### src/rtl/cpu_types_pkg.sv
// Shared CPU type definitions.
// Holds the machine word type plus the instruction-cache frame, default
// geometry and controller state encoding used by icache_ctrl.
package cpu_types_pkg;

  typedef logic [31:0] word_t;

  // Default number of direct-mapped frames.
  localparam int unsigned ICACHE_SETS = 16;

  // Widest tag any legal geometry needs (SETS=2 leaves 32-2-1 tag bits).
  localparam int unsigned ICACHE_TAG_W = 29;

  typedef struct packed {
    logic                    valid;
    logic [ICACHE_TAG_W-1:0] tag;
    word_t                   data;
  } icache_frame_t;

  typedef enum logic [0:0] {
    IDLE  = 1'b0,
    FETCH = 1'b1
  } icache_state_t;

endpackage

### src/rtl/icache_stats.sv
// Hit / miss event counters for the instruction cache.
// Ports:
//   clk_i, rst_i        clock, asynchronous active-high reset
//   hit_i               one cycle per cache hit
//   miss_i              one cycle per miss (IDLE->FETCH transition)
//   hit_count_o         running hit total, wraps modulo 2^32
//   miss_count_o        running miss total, wraps modulo 2^32
module icache_stats
  import cpu_types_pkg::*;
(
  input  logic  clk_i,
  input  logic  rst_i,
  input  logic  hit_i,
  input  logic  miss_i,
  output word_t hit_count_o,
  output word_t miss_count_o
);

  word_t hit_q, hit_d;
  word_t miss_q, miss_d;

  always_comb begin
    hit_d  = hit_q + word_t'(hit_i);
    miss_d = miss_q + word_t'(miss_i);
  end

  always_ff @(posedge clk_i or posedge rst_i) begin
    if (rst_i) begin
      hit_q  <= '0;
      miss_q <= '0;
    end else begin
      hit_q  <= hit_d;
      miss_q <= miss_d;
    end
  end

  assign hit_count_o  = hit_q;
  assign miss_count_o = miss_q;

endmodule

### src/rtl/icache_ctrl.sv
// Direct-mapped, one-word-block instruction cache controller.
// Hits return data combinationally; a miss issues a single-word read to the
// memory controller, fills the frame when iwait drops and hits next cycle.
// Optional feature macro: ICACHE_STATS_EN enables the hit/miss counters;
// when undefined both counter outputs are tied to zero.
// Ports:
//   CLK, RST            clock, asynchronous active-high reset
//   imemREN, imemaddr   fetch request and byte address
//   flush               invalidate all frames
//   ihit, imemload      hit flag and instruction to fetch stage
//   iREN, iaddr         read request / word address to memory controller
//   iwait, iload        memory busy flag and returned instruction
//   hit_count           number of hits (stats build only)
//   miss_count          number of misses (stats build only)
module icache_ctrl
  import cpu_types_pkg::*;
#(
  parameter int unsigned SETS = ICACHE_SETS
) (
  input  logic  CLK,
  input  logic  RST,
  input  logic  imemREN,
  input  word_t imemaddr,
  input  logic  flush,
  output logic  ihit,
  output word_t imemload,
  output logic  iREN,
  output word_t iaddr,
  input  logic  iwait,
  input  word_t iload,
  output word_t hit_count,
  output word_t miss_count
);

  localparam int unsigned IDX  = $clog2(SETS);
  localparam int unsigned TagW = 30 - IDX;

  icache_state_t   state_q, state_d;
  logic [29:0]     miss_q, miss_d;  // word address of the outstanding miss
  logic [SETS-1:0] valid_q, valid_d;
  logic [TagW-1:0] tag_q [SETS];
  word_t           data_q [SETS];

  logic [IDX-1:0]  req_idx, fill_idx;
  logic [TagW-1:0] req_tag, fill_tag;
  icache_frame_t   req_frame;
  logic            hit;
  logic            fill_en;
  logic            unused_byte_off;

  assign req_idx  = imemaddr[IDX+1:2];
  assign req_tag  = imemaddr[31:IDX+2];
  assign fill_idx = miss_q[IDX-1:0];
  assign fill_tag = miss_q[29:IDX];
  assign unused_byte_off = ^imemaddr[1:0];

  assign req_frame = '{valid: valid_q[req_idx],
                       tag:   ICACHE_TAG_W'(tag_q[req_idx]),
                       data:  data_q[req_idx]};
  assign hit = imemREN & req_frame.valid & (req_frame.tag == ICACHE_TAG_W'(req_tag));

  always_comb begin
    state_d  = state_q;
    miss_d   = miss_q;
    ihit     = 1'b0;
    imemload = '0;
    iREN     = 1'b0;
    iaddr    = '0;
    fill_en  = 1'b0;
    unique case (state_q)
      IDLE: begin
        if (hit) begin
          ihit     = 1'b1;
          imemload = req_frame.data;
        end else if (imemREN) begin
          miss_d  = imemaddr[31:2];
          state_d = FETCH;
        end
      end
      FETCH: begin
        // Request address is frozen in miss_q; fetch-stage changes are ignored.
        iREN  = 1'b1;
        iaddr = {miss_q, 2'b00};
        if (!iwait) begin
          fill_en = 1'b1;
          state_d = IDLE;
        end
      end
      default: state_d = IDLE;
    endcase
  end

  // Flush takes priority over a coinciding fill so no stale frame survives.
  always_comb begin
    valid_d = valid_q;
    if (flush) begin
      valid_d = '0;
    end else if (fill_en) begin
      valid_d[fill_idx] = 1'b1;
    end
  end

  always_ff @(posedge CLK or posedge RST) begin
    if (RST) begin
      state_q <= IDLE;
      miss_q  <= '0;
      valid_q <= '0;
    end else begin
      state_q <= state_d;
      miss_q  <= miss_d;
      valid_q <= valid_d;
    end
  end

  // Tag/data need no reset: they are only observed through a set valid bit.
  always_ff @(posedge CLK) begin
    if (fill_en) begin
      tag_q[fill_idx]  <= fill_tag;
      data_q[fill_idx] <= iload;
    end
  end

`ifdef ICACHE_STATS_EN
  logic miss_start;
  assign miss_start = (state_q == IDLE) & imemREN & ~hit;

  icache_stats u_stats (
    .clk_i        (CLK),
    .rst_i        (RST),
    .hit_i        (ihit),
    .miss_i       (miss_start),
    .hit_count_o  (hit_count),
    .miss_count_o (miss_count)
  );
`else
  assign hit_count  = '0;
  assign miss_count = '0;
`endif

endmodule

### config.mk
export PLATFORM = sky130hd
export DESIGN_NAME = icache_ctrl
export DESIGN_NICKNAME = d
export VERILOG_FILES = /design/src/rtl/cpu_types_pkg.sv /design/src/rtl/icache_stats.sv /design/src/rtl/icache_ctrl.sv
export SDC_FILE = /design/constraint.sdc
export NUM_CORES = 1
export LEC_CHECK = 0
export CAP_MARGIN = 20
export CORE_ASPECT_RATIO = 1.75
export CORE_UTILIZATION = 52
export DETAILED_ROUTE_END_ITERATION = 6
export PLACE_DENSITY = 0.79
export SLEW_MARGIN = 20
export SYNTH_ARGS = -nofsm -noshare
export SYNTH_HDL_FRONTEND = slang
export SYNTH_SLANG_ARGS = --single-unit
### constraint.sdc
create_clock -name CLK -period 10.4 [get_ports CLK]
set_input_delay 2.08 -clock CLK [delete_from_list [all_inputs] [get_ports CLK]]
set_output_delay 2.08 -clock CLK [all_outputs]
set_load 0.01 [all_outputs]
==> results.tsv, run 1 <==
stage	metric	value	unit
sta	post-route-min-period	8.599	ns
clock_tree	ctsHoldBuffers	0	
setup_path	r2r_slack	6.59	ns
setup_path	required	8.32	ns
job	maxCapViolCount	0	
global_routing	overflow	0	
route	routedWlPerCell	30.51	um
synthesis	ys_seq_area_share	75.17	%
clock_tree	clk_latency	0.63	ns
route	drc	0	
clock_tree	clockBufferDepth	3	
sta	fin_ws	1.801	ns
place	dpl-instance-area	40750	um2
setup_path	cp.arrival	6.52	ns
die	start_util	52.73	%
final_layout	fillers	4940	
die	dieArea	75440	um2
final_layout	drive_gt1_share	23.37	%
final_layout	antennaDiodeCount	0	
synthesis	synth_top_area_share	72.12	%
die	die_w	208.1	um
setup_path	end_kind	primary output	
die	io_pins	199	
route	drtAntennaViolNets	0	
setup_path	startpoint	imemaddr[4]	
synthesis	synth_cells	1795	
synthesis	yosysTopAreaCell	edfxtp_1	
sta	finalCritPeriodShare	82.68	%
setup_path	endpoint	imemload[8]	
synthesis	synthDistinctLibCells	62	
die	rows	131	
global_routing	antenna_found_initial	4	
clock_tree	clk_pin_slew	0.07	ns
sta	slew_headroom	20.65	%
global_routing	first_global_vias	19744	
route	routed-via-count	18658	
synthesis	synth_edf_count	928	
die	die_h	362.6	um
synthesis	synth.avg_cell_area	21.52	um2
setup_path	r2r_end	miss_q[1]	
place	gp_congestion	0.7952	
sta	finalMaxSlewViolations	0	
place	post-dp-hpwl	47.15	mm
setup_path	reg2reg_depth	9	
setup_path	critPathKind	input pin to primary output	
synthesis	yosysWarnings	0	
route	dr.pass1.iters	5	
power_and_ir_drop	p_per_area	192.9	nW/um2
power_and_ir_drop	vdd_drop_max	132.4	uV
die	coreArea	73270	um2
sta	max_freq	0.1163	GHz
place	dp_slack	1.869	ns
synthesis	synthTopCellsByArea	edfxtp_1 (72%), mux4_2 (14%), dfrtp_1 (3.0%)	
setup_path	crit_fanout	117	
sta	worst_pin_slew	1.190	ns
final_layout	final_nets	2028	
sta	finalSetupViolCount	0	
global_routing	grt_first_pass_wirelength	130.6	mm
clock_tree	cts_tree	done	
synthesis	ys.flop_type	edfxtp_1	
synthesis	ys_ff_latch	975	
power_and_ir_drop	leakagePower	14.04	nW
global_routing	grt_use_total	24.17	%
run_status	status	completed	
sta	rsz0062_at_grt	false	
route	drtIter0Drc	1918	
route	post_drt_via_cell_ratio	6.323	
sta	fin_skew	0.02974	ns
route	finalWirelength	90.05	mm
final_layout	syn2layout_area_growth	12.54	%
clock_tree	htree_levels	3	
clock_tree	clockRootBuffer	clkbuf_16	
hold_path	hold_class	flip-flop to flip-flop	
clock_tree	cts_sinks	975	
setup_path	rr_startpoint	tag_q[0][19]	
clock_tree	cts_buffers	79	
setup_path	startpoint_type	input pin	
sta	hold_viol_final	0	
clock_tree	cts_resized	0	
global_routing	grt_max_degree	118	
synthesis	async_flop_share	4.821	%
place	io_buffer_count	130	
sta	setup_tns	0	ns
synthesis	netlist_area	38640	um2
final_layout	finalInstanceArea	43480	um2
clock_tree	post_cts_buffers	0	
-- synth_stat cells (all sizes together) (3+ instances only) --
cell and instances:
o22ai 10, o21ai 5, mux4 235, a31oi 4
o211ai 5, clkbuf 22, nand3 11, xnor2 22
nand2 28, a221oi 9, dfrtp 47, buf 132
nand4 3, a22o 5, o2bb2ai 3, xor2 7
inv 8, nor2 56, a22oi 13, and2 32
nor2b 42, mux2 45, mux2i 75, edfxtp 928
nor3 8, nand2b 6, nor4 5, a21oi 5
-- state kept, by name (all words and copies together), names as in the netlist --
signal / flops
data_q: 512
tag_q: 416
miss_q: 30
valid_q: 16
state_q: 1
-- power by group --
| part | switching [mW] | internal, mW |
|---|---|---|
| clock | 1.34 | 1.79 |
| combinational | 0.339 | 0.270 |
| sequential | 0.138 | 4.51 |
-- cell type report --
cell class / count / area, um2 / share of cell area [%]
multi-input cells: 723 / 8887 / 20.44
clock inverters: 38 / 506.7 / 1.165
well taps: 931 / 1165 / 2.679
clock buffers: 104 / 2196 / 5.050
repair buffers: 172 / 1655 / 3.807
flip-flops and latches: 975 / 29040 / 66.79
inverters: 8 / 30.03 / 0.06906
-- cell families (layout without fill, tap and decap cells) --
group | Yosys count | count (layout) | synth area share [%]
buffers and inverters | 162 | 322 | 2.769
xor gates and xnor gates | 29 | 29 | 0.6574
AOI/OAI and AO/OA | 75 | 75 | 1.473
muxes | 355 | 355 | 17.24
DFF | 975 | 975 | 75.17
other | 1 | 66 | 0.009706
and+or+nand+nor | 198 | 198 | 2.678
-- how the worst min path moves through the flow --
stage	depth (start not counted)	endpoint	startpoint
after global routing	2	valid_q[7]	valid_q[7]
after floorplan	2	valid_q[12]	valid_q[12]
after global placement	2	valid_q[15]	valid_q[15]
after CTS	2	valid_q[5]	valid_q[5]
final	2	valid_q[10]	valid_q[10]
after detailed placement	2	valid_q[5]	valid_q[5]
-- worst max-delay path: stages --
cell	delay (ns)
buf_8	0.68
mux4_2	0.63
mux2i_1	0.15
mux2i_1	0.11
xnor2_1	0.62
o211ai_1	0.21
nor4_2	0.50
nand4_1	0.16
buf_4	0.32
nor2b_1	0.21
clkdlybuf4s50_1	0.55
-- per-stage QoR --
stage                     std cells  power (mW)  hold WS [ns]  utilization, %
after floorplan                1860       5.071        0.4608               -
after global placement         2808       5.303        0.4739           55.62
after global routing           2951       8.600        0.5339           59.35
after detailed placement       2808       5.338        0.4879           55.62
after CTS                      2950       8.424        0.5032           59.31
final                          2951       8.389        0.5067           59.35
-- cell usage in the layout, fill, tap and decap left out, types with 3 or more instances in the layout --
cell and n:
and2_1 31, inv_1 5, a21oi_1 5, o211ai_1 5, mux2i_1 74, nor3_2 4
nor4_1 3, clkbuf_16 83, a31oi_1 3, nor2b_1 42, a22oi_1 13, clkbuf_1 17
nand2_1 28, mux4_2 235, xor2_1 7, bufinv_16 12, clkdlybuf4s50_1 126, nor2_4 12
dfrtp_1 47, a221oi_1 8, buf_4 40, mux2_4 29, nand2b_1 6, nand3_1 11
nor3_1 4, nor2_1 43, conb_1 66, clkinv_1 6, edfxtp_1 928, o2bb2ai_1 3
o21ai_0 4, xnor2_1 22, inv_2 3, o22ai_1 10, a22o_1 5, clkinv_2 15
nand4_1 3, clkbuf_8 4, mux2_2 15
-- metal layers --
layer / share of wire [%] / global-route usage (%) / wire (um) / vias to the layer above
met3: 7.0 / 3.926 / 6322 / 229
met4: 4.5 / 12.00 / 4012 / 8
met1: 35 / 28.51 / 31700 / 9813
met2: 53 / 42.92 / 47960 / 1061
li1: - / - / - / 7547
met5: 0.056 / 0 / 50 / -
Power figures use the tool's default switching activity.
==> run 2: changes to the inputs <==
--- a/config.mk
+++ b/config.mk
@@ -9,7 +9,7 @@
 export CORE_ASPECT_RATIO = 1.75
 export CORE_UTILIZATION = 52
 export DETAILED_ROUTE_END_ITERATION = 6
-export PLACE_DENSITY = 0.79
+export PLACE_DENSITY = 0.81
 export SLEW_MARGIN = 20
 export SYNTH_ARGS = -nofsm -noshare
 export SYNTH_HDL_FRONTEND = slang
==> constraint.sdc (replaced) <==
create_clock -name CLK -period 7 [get_ports CLK]
set_input_delay 1.4 -clock CLK [delete_from_list [all_inputs] [get_ports CLK]]
set_output_delay 1.4 -clock CLK [all_outputs]
set_load 0.01 [all_outputs]
==> results.tsv, run 2 (synthesis results as in run 1) <==
stage	metric	value	unit	change
clock_tree	clockBufferDepth	3		unchanged
setup_path	r2r_slack	3.23	ns	-3.36 ns
final_layout	final_cell_mix	edfxtp_1 (928), mux4_2 (235), clkdlybuf4s50_1 (126)		
sta	post-route-min-period	6.675	ns	
final_layout	finalNonFillerCells	2983		+1.1%
clock_tree	cts_buffers	80		+1.3%
final_layout	antennaDiodeCount	0		unchanged
setup_path	end_kind	primary output		
global_routing	met1_usage	29.30	%	+0.79 points
power_and_ir_drop	clkPwrFrac	36.2	%	-1.1 points
global_routing	grt_max_degree	67		-43%
hold_path	hold_class	flip-flop to flip-flop		
clock_tree	cts_tree	done		
global_routing	grt_use_total	25.11	%	+0.95 points
final_layout	reg_top3	data_q x512, tag_q x416, miss_q x30		
clock_tree	cts_resized	0		unchanged
run_status	status	completed		
sta	finalCritPeriodShare	95.35	%	
die	coreArea	73270	um2	unchanged
hold_path	hold_depth	2		unchanged
setup_path	rr_startpoint	tag_q[12][3]		
global_routing	grt_use_met2	44.63	%	+1.7 points
clock_tree	cts_sinks	975		unchanged
sta	setup_tns	0	ns	unchanged
die	dieArea	75440	um2	unchanged
route	post_drt_via_cell_ratio	6.418		+1.5%
clock_tree	ctsHoldBuffers	0		unchanged
clock_tree	post_cts_buffers	0		unchanged
sta	fin_skew	0.02969	ns	-0.00005130 ns
power_and_ir_drop	leakagePower	14.14	nW	+0.67%
setup_path	startpoint_type	input pin		
route	drc	0		unchanged
global_routing	grt_first_pass_wirelength	135.0	mm	+3.4%
route	finalWirelength	93.23	mm	+3.5%
sta	hold_slack	0.5044	ns	-0.002333 ns
route	dr.pass1.iters	5		unchanged
hold_path	worstHoldStart	valid_q[2]		
sta	rsz0062_at_grt	false		
place	post-dp-hpwl	50.46	mm	+7.0%
power_and_ir_drop	p_seq_share	56.3	%	+0.9 points
setup_path	cp.arrival	5.27	ns	-1.25 ns
sta	slew_headroom	26.19	%	+5.5 points
setup_path	required	5.60	ns	-2.72 ns
power_and_ir_drop	p_int	9.547	mW	+45%
sta	finalSetupViolCount	0		unchanged
die	die_w	208.1	um	unchanged
die	io_pins	199		unchanged
final_layout	largest-register	data_q		
global_routing	busiest_layer	met2		
final_layout	largest_reg_flops	512		unchanged
final_layout	drive_gt1_share	23.98	%	+0.61 points
power_and_ir_drop	swShare	22.23	%	+0.59 points
die	start_util	52.73	%	unchanged
setup_path	critPathKind	input pin to primary output		
sta	max_freq	0.1498	GHz	
setup_path	r2r_end	miss_q[3]		
global_routing	overflow	0		unchanged
route	drtAntennaViolNets	0		unchanged
place	gp_congestion	0.8181		+2.9%
setup_path	crit_fanout	62		-47%
die	die_h	362.6	um	unchanged
route	routed-via-count	19146		+2.6%
final_layout	utilization	59.52	%	+0.17 points
sta	worst_pin_slew	1.105	ns	-0.08575 ns
place	io_buffer_count	130		unchanged
power_and_ir_drop	p_switching	2.730	mW	+50%
clock_tree	clockRootBuffer	clkbuf_16		
sta	finalMaxSlewViolations	0		unchanged
clock_tree	htree_levels	3		unchanged
global_routing	antenna_found_initial	3		-1
power_and_ir_drop	combPwrFrac	7.6	%	+0.3 points
job	maxCapViolCount	0		unchanged
final_layout	syn2layout_area_growth	12.87	%	
hold_path	min_to	valid_q[2]		
place	dp_cells	2837		+1.0%
sta	hold_viol_final	0		unchanged
die	rows	131		unchanged
route	drtIter0Drc	2355		+23%
final_layout	fillers	4853		-1.8%
setup_path	reg2reg_depth	9		unchanged
global_routing	grtUsageMet3	3.943	%	+0.017 points
clock_tree	clk_pin_slew	0.07	ns	about the same
power_and_ir_drop	vdd_drop_max	232.7	uV	+76%
clock_tree	clk_latency	0.63	ns	about the same
global_routing	first_global_vias	19901		+0.80%
final_layout	final_nets	2057		+1.4%
route	routedWlPerCell	31.25	um	+2.4%
final_layout	layout_commonest_cell	edfxtp_1		
power_and_ir_drop	p_per_area	281.5	nW/um2	+46%
run 2: cell types whose count changed in the layout (fill, tap and decap cells not counted):
cell and delta:
clkbuf_8 -3, buf_12 +7, buf_4 +22, buf_16 -1
clkbuf_16 +1, clkinv_4 +1, clkinvlp_4 -1, clkinv_1 +12
bufinv_16 -6
run 2: area by class of cell:
cell class | instances | area [um2] | share of cell area, %
clock buffers | 102 | 2180 | 4.998
clock inverters | 44 | 372.9 | 0.8550
inverters | 8 | 30.03 | 0.06886
multi-input cells | 723 | 8887 | 20.38
flip-flops and latches | 975 | 29040 | 66.60
well taps | 931 | 1165 | 2.671
repair buffers | 200 | 1933 | 4.433
run 2: metal layers:
| metal | vias to the layer above | part of all wire (%) |
|---|---|---|
| met3 | 265 | 8.4 |
| li1 | 7604 | - |
| met1 | 9974 | 33 |
| met5 | - | 0.036 |
| met2 | 1297 | 53 |
| met4 | 6 | 5.2 |
run 2: worst max path at each step:
stage,slack [ns],to,from,depth (start not counted)
2_1_floorplan,0.81,data_q[3][0],iwait,3
3_3_place_gp,0.43,imemload[9],imemaddr[5],13
3_5_place_dp,0.38,imemload[7],imemaddr[4],13
4_1_cts,0.32,imemload[31],imemaddr[4],12
5_1_grt,0.20,imemload[1],imemaddr[4],13
6_report,0.33,imemload[7],imemaddr[4],13
run 2: power by group through the flow:
stage	Clock, mW	Combinational (mW)	Sequential [mW]
finish	4.44	0.927	6.91
floorplan	0	0.586	6.95
detailed placement	0	0.919	7.03
CTS	4.48	0.932	6.91
global route	4.68	0.971	6.93
global placement	0	0.895	6.99
run 2: worst max-delay path, cell delays in order:
cell and delay [ns]:
buf_8 0.41, buf_4 0.45, mux4_2 0.38, mux2i_1 0.19, mux2i_1 0.12, xnor2_1 0.41
o211ai_1 0.21, nor4_2 0.30, nand4_1 0.14, buf_4 0.26, buf_4 0.21, nor2b_1 0.12
clkdlybuf4s50_1 0.54
run 2: per-stage QoR:
step                setup slack (ns)  power [mW]  cell area [um2]
finish                        0.3253       12.28            43610
CTS                           0.3249       12.32            43610
global placement              0.4291       7.887            41040
floorplan                     0.8126       7.535            38880
detailed placement            0.3765       7.947            41060
global route                  0.1961       12.58            43610
==> run 3: changes to the inputs <==
--- a/config.mk
+++ b/config.mk
@@ -5,9 +5,11 @@
 export SDC_FILE = /design/constraint.sdc
 export NUM_CORES = 1
 export LEC_CHECK = 0
+export ABC_AREA = 1
 export CAP_MARGIN = 20
 export CORE_ASPECT_RATIO = 1.75
 export CORE_UTILIZATION = 52
+export CTS_CLUSTER_SIZE = 20
 export DETAILED_ROUTE_END_ITERATION = 6
 export PLACE_DENSITY = 0.81
 export SLEW_MARGIN = 20
==> results.tsv, run 3 <==
stage	metric	value	unit	change
synthesis	synth_common_cells	edfxtp_1 (928), nand2_1 (914), nand3_1 (292)		
sta	finalCritPeriodShare	89.05	%	-6.3 points
die	io_pins	199		unchanged
power_and_ir_drop	p_switching	2.909	mW	+6.6%
final_layout	largest_reg_flops	512		unchanged
sta	hold_viol_final	0		unchanged
clock_tree	htree_levels	3		unchanged
place	dp_cells	4453		+57%
die	coreArea	77360	um2	+5.6%
sta	post-route-min-period	6.234	ns	-0.4410 ns
setup_path	slowest_stage	clkdlybuf4s50_1		
sta	rsz0062_at_grt	false		
final_layout	layout_commonest_cell	edfxtp_1		
synthesis	yosysTopAreaCell	edfxtp_1		
synthesis	synthTopCellsByArea	edfxtp_1 (69%), nand2_1 (8.5%), nand3_1 (3.6%)		
global_routing	grt_first_pass_wirelength	154.1	mm	+14%
sta	finalSetupViolCount	0		unchanged
power_and_ir_drop	clkPwrFrac	36.5	%	+0.3 points
power_and_ir_drop	combPwrFrac	8.1	%	+0.5 points
synthesis	synth_cells	3446		+92%
clock_tree	cts_tree	done		
die	start_util	52.40	%	-0.33 points
setup_path	critPathMaxStageDelay	0.59	ns	+0.05 ns
synthesis	ys_ff_latch	975		unchanged
final_layout	fillers	5913		+22%
clock_tree	post_cts_buffers	0		unchanged
setup_path	crit_chain	buf_8, buf_12, nand2_1, nand2_1, nand2_1, nand3_1, nand3_1, nand3_1, nand4_1, nor2_1, nand2_1, nor2_1, nand3_2, buf_4, nor2_1, clkdlybuf4s50_1		
clock_tree	clockBufferDepth	3		unchanged
power_and_ir_drop	p_seq_share	55.5	%	-0.8 points
run_status	status	completed		
global_routing	antenna_found_initial	7		+4
power_and_ir_drop	p_per_area	273.2	nW/um2	-3.0%
power_and_ir_drop	vdd_drop_max	266.2	uV	+14%
synthesis	synthDistinctLibCells	31		-50%
power_and_ir_drop	fin_total_pwr	12.34	mW	+0.53%
synthesis	synth.avg_cell_area	11.76	um2	-45%
power_and_ir_drop	p_int	9.433	mW	-1.2%
route	routed-via-count	27416		+43%
setup_path	crit_top_cell	nand2_1		
setup_path	cp.arrival	4.83	ns	-0.44 ns
global_routing	grt_use_total	26.19	%	+1.1 points
clock_tree	cts_buffers	82		+2.5%
route	routedWlPerCell	22.30	um	-29%
die	die_h	371.4	um	+2.4%
route	finalWirelength	102.7	mm	+10%
route	dr.pass1.iters	6		+1
sta	setup_tns	0	ns	unchanged
final_layout	reg_top3	data_q x512, tag_q x416, miss_q x30		
setup_path	critPathKind	input pin to primary output		
synthesis	synth_top_area_share	68.74	%	-3.4 points
setup_path	startpoint_type	input pin		
final_layout	utilization	58.40	%	-1.1 points
global_routing	overflow	0		unchanged
synthesis	synth_edf_count	928		unchanged
clock_tree	clk_latency	0.67	ns	+0.04 ns
route	post_drt_via_cell_ratio	5.954		-7.2%
final_layout	final_nets	3579		+74%
setup_path	required	5.60	ns	about the same
place	io_buffer_count	130		unchanged
die	rows	135		+3.1%
die	dieArea	79130	um2	+4.9%
place	gp_congestion	0.8835		+8.0%
sta	worst_pin_slew	1.126	ns	+0.02135 ns
place	dpl-instance-area	42540	um2	+3.6%
setup_path	crit_fanout	177		+190%
global_routing	grt_max_degree	178		+170%
power_and_ir_drop	swShare	23.57	%	+1.3 points
hold_path	hold_class	flip-flop to flip-flop		
clock_tree	clk_pin_slew	0.07	ns	about the same
route	drtAntennaViolNets	0		unchanged
synthesis	async_flop_share	4.821	%	unchanged
final_layout	finalNonFillerCells	4605		+54%
sta	finalMaxSlewViolations	0		unchanged
global_routing	first_global_vias	26551		+33%
final_layout	drive_gt1_share	6.458	%	-18 points
synthesis	yosysWarnings	0		unchanged
place	post-dp-hpwl	53.05	mm	+5.1%
final_layout	largest-register	data_q		
clock_tree	cts_sinks	975		unchanged
synthesis	netlist_area	40540	um2	+4.9%
sta	slew_headroom	24.94	%	-1.2 points
power_and_ir_drop	leakagePower	16.70	nW	+18%
synthesis	yosysMostFrequentCell	edfxtp_1		
setup_path	r2r_slack	3.78	ns	+0.55 ns
setup_path	end_kind	primary output		
clock_tree	cts_resized	0		unchanged
sta	max_freq	0.1604	GHz	+7.1%
job	maxCapViolCount	0		unchanged
final_layout	syn2layout_area_growth	11.44	%	
final_layout	finalInstanceArea	45180	um2	+3.6%
route	drc	0		unchanged
final_layout	final_cell_mix	edfxtp_1 (928), nand2_1 (914), nand3_1 (292)		
sta	fin_skew	0.02221	ns	-0.007482 ns
clock_tree	ctsHoldBuffers	0		unchanged
synthesis	ys.flop_type	edfxtp_1		
synthesis	ys_seq_area_share	71.64	%	-3.5 points
clock_tree	clockRootBuffer	clkbuf_16		
route	drtIter0Drc	3272		+39%
die	die_w	213.1	um	+2.4%
[run 3: cell types whose count changed after synthesis, moves of 42 or more]
cell,before,now
nand2_1,28,914
mux4_2,235,0
mux2i_1,74,0
clkbuf_1,22,91
nor2_1,55,228
a221oi_1,8,114
nand3_1,11,292
a21oi_1,5,256
nor2b_1,42,0
inv_1,7,215
[run 3: layout make-up]
type / instances / area (um2) / share of cell area [%]
sequential: 975 / 29040 / 64.29
timing repair buffer: 194 / 1908 / 4.223
multi-input combinational: 2037 / 9459 / 20.94
clock buffer: 102 / 2210 / 4.891
inverter: 220 / 848.3 / 1.878
antenna: 1 / 2.502 / 0.005539
clock inverter: 49 / 422.9 / 0.9361
tap: 1027 / 1285 / 2.844
[run 3: worst paths after layout]
path / depth (start not counted) / to / from
max in group asynchronous: 3 / state_q / RST
min reg2reg: 2 / valid_q[11] / valid_q[11]
min: 2 / valid_q[11] / valid_q[11]
max: 16 / imemload[26] / imemaddr[2]
min in group asynchronous: 3 / miss_q[8] / RST
max reg2reg: 6 / tag_q[3][25] / state_q
[run 3: cells by family after synthesis]
logic type / Yosys count / synth area share (%)
compound gates: 515 / 7.876
buf+inv: 499 / 5.935
flops: 975 / 71.64
other cells: 1 / 0.009250
simple gates: 1456 / 14.54
[run 3: routing by layer]
metal	track usage [%]	vias to the layer above	part of all wire (%)	routed length, um
li1	-	12077	-	-
met1	33.06	13053	35	36020
met2	42.19	1925	48	49610
met3	5.346	353	12	12020
met4	14.58	8	4.8	4967
met5	0	-	0.052	53
[run 3: per-stage QoR]
step	hold slack (ns)	setup WS, ns
final	0.5051	0.7662
after detailed placement	0.4915	0.8897
after global placement	0.4814	0.9319
after floorplan	0.4668	2.355
after global routing	0.5273	0.5786
after CTS	0.5060	0.8832
[run 3: worst max-delay path, delay by kind of cell]
kind          cells  cell delay (ns)
buf+inv           4             1.61
simple gates     12             1.62
[run 3: power by group through the flow]
stage | sequential, mW | clock (mW) | combinational, mW
6_report | 6.84 | 4.50 | 0.998
5_1_grt | 6.87 | 4.74 | 1.08
4_1_cts | 6.84 | 4.52 | 0.982
3_5_place_dp | 6.97 | 0 | 0.974
3_3_place_gp | 6.95 | 0 | 0.951
2_1_floorplan | 6.91 | 0 | 0.606
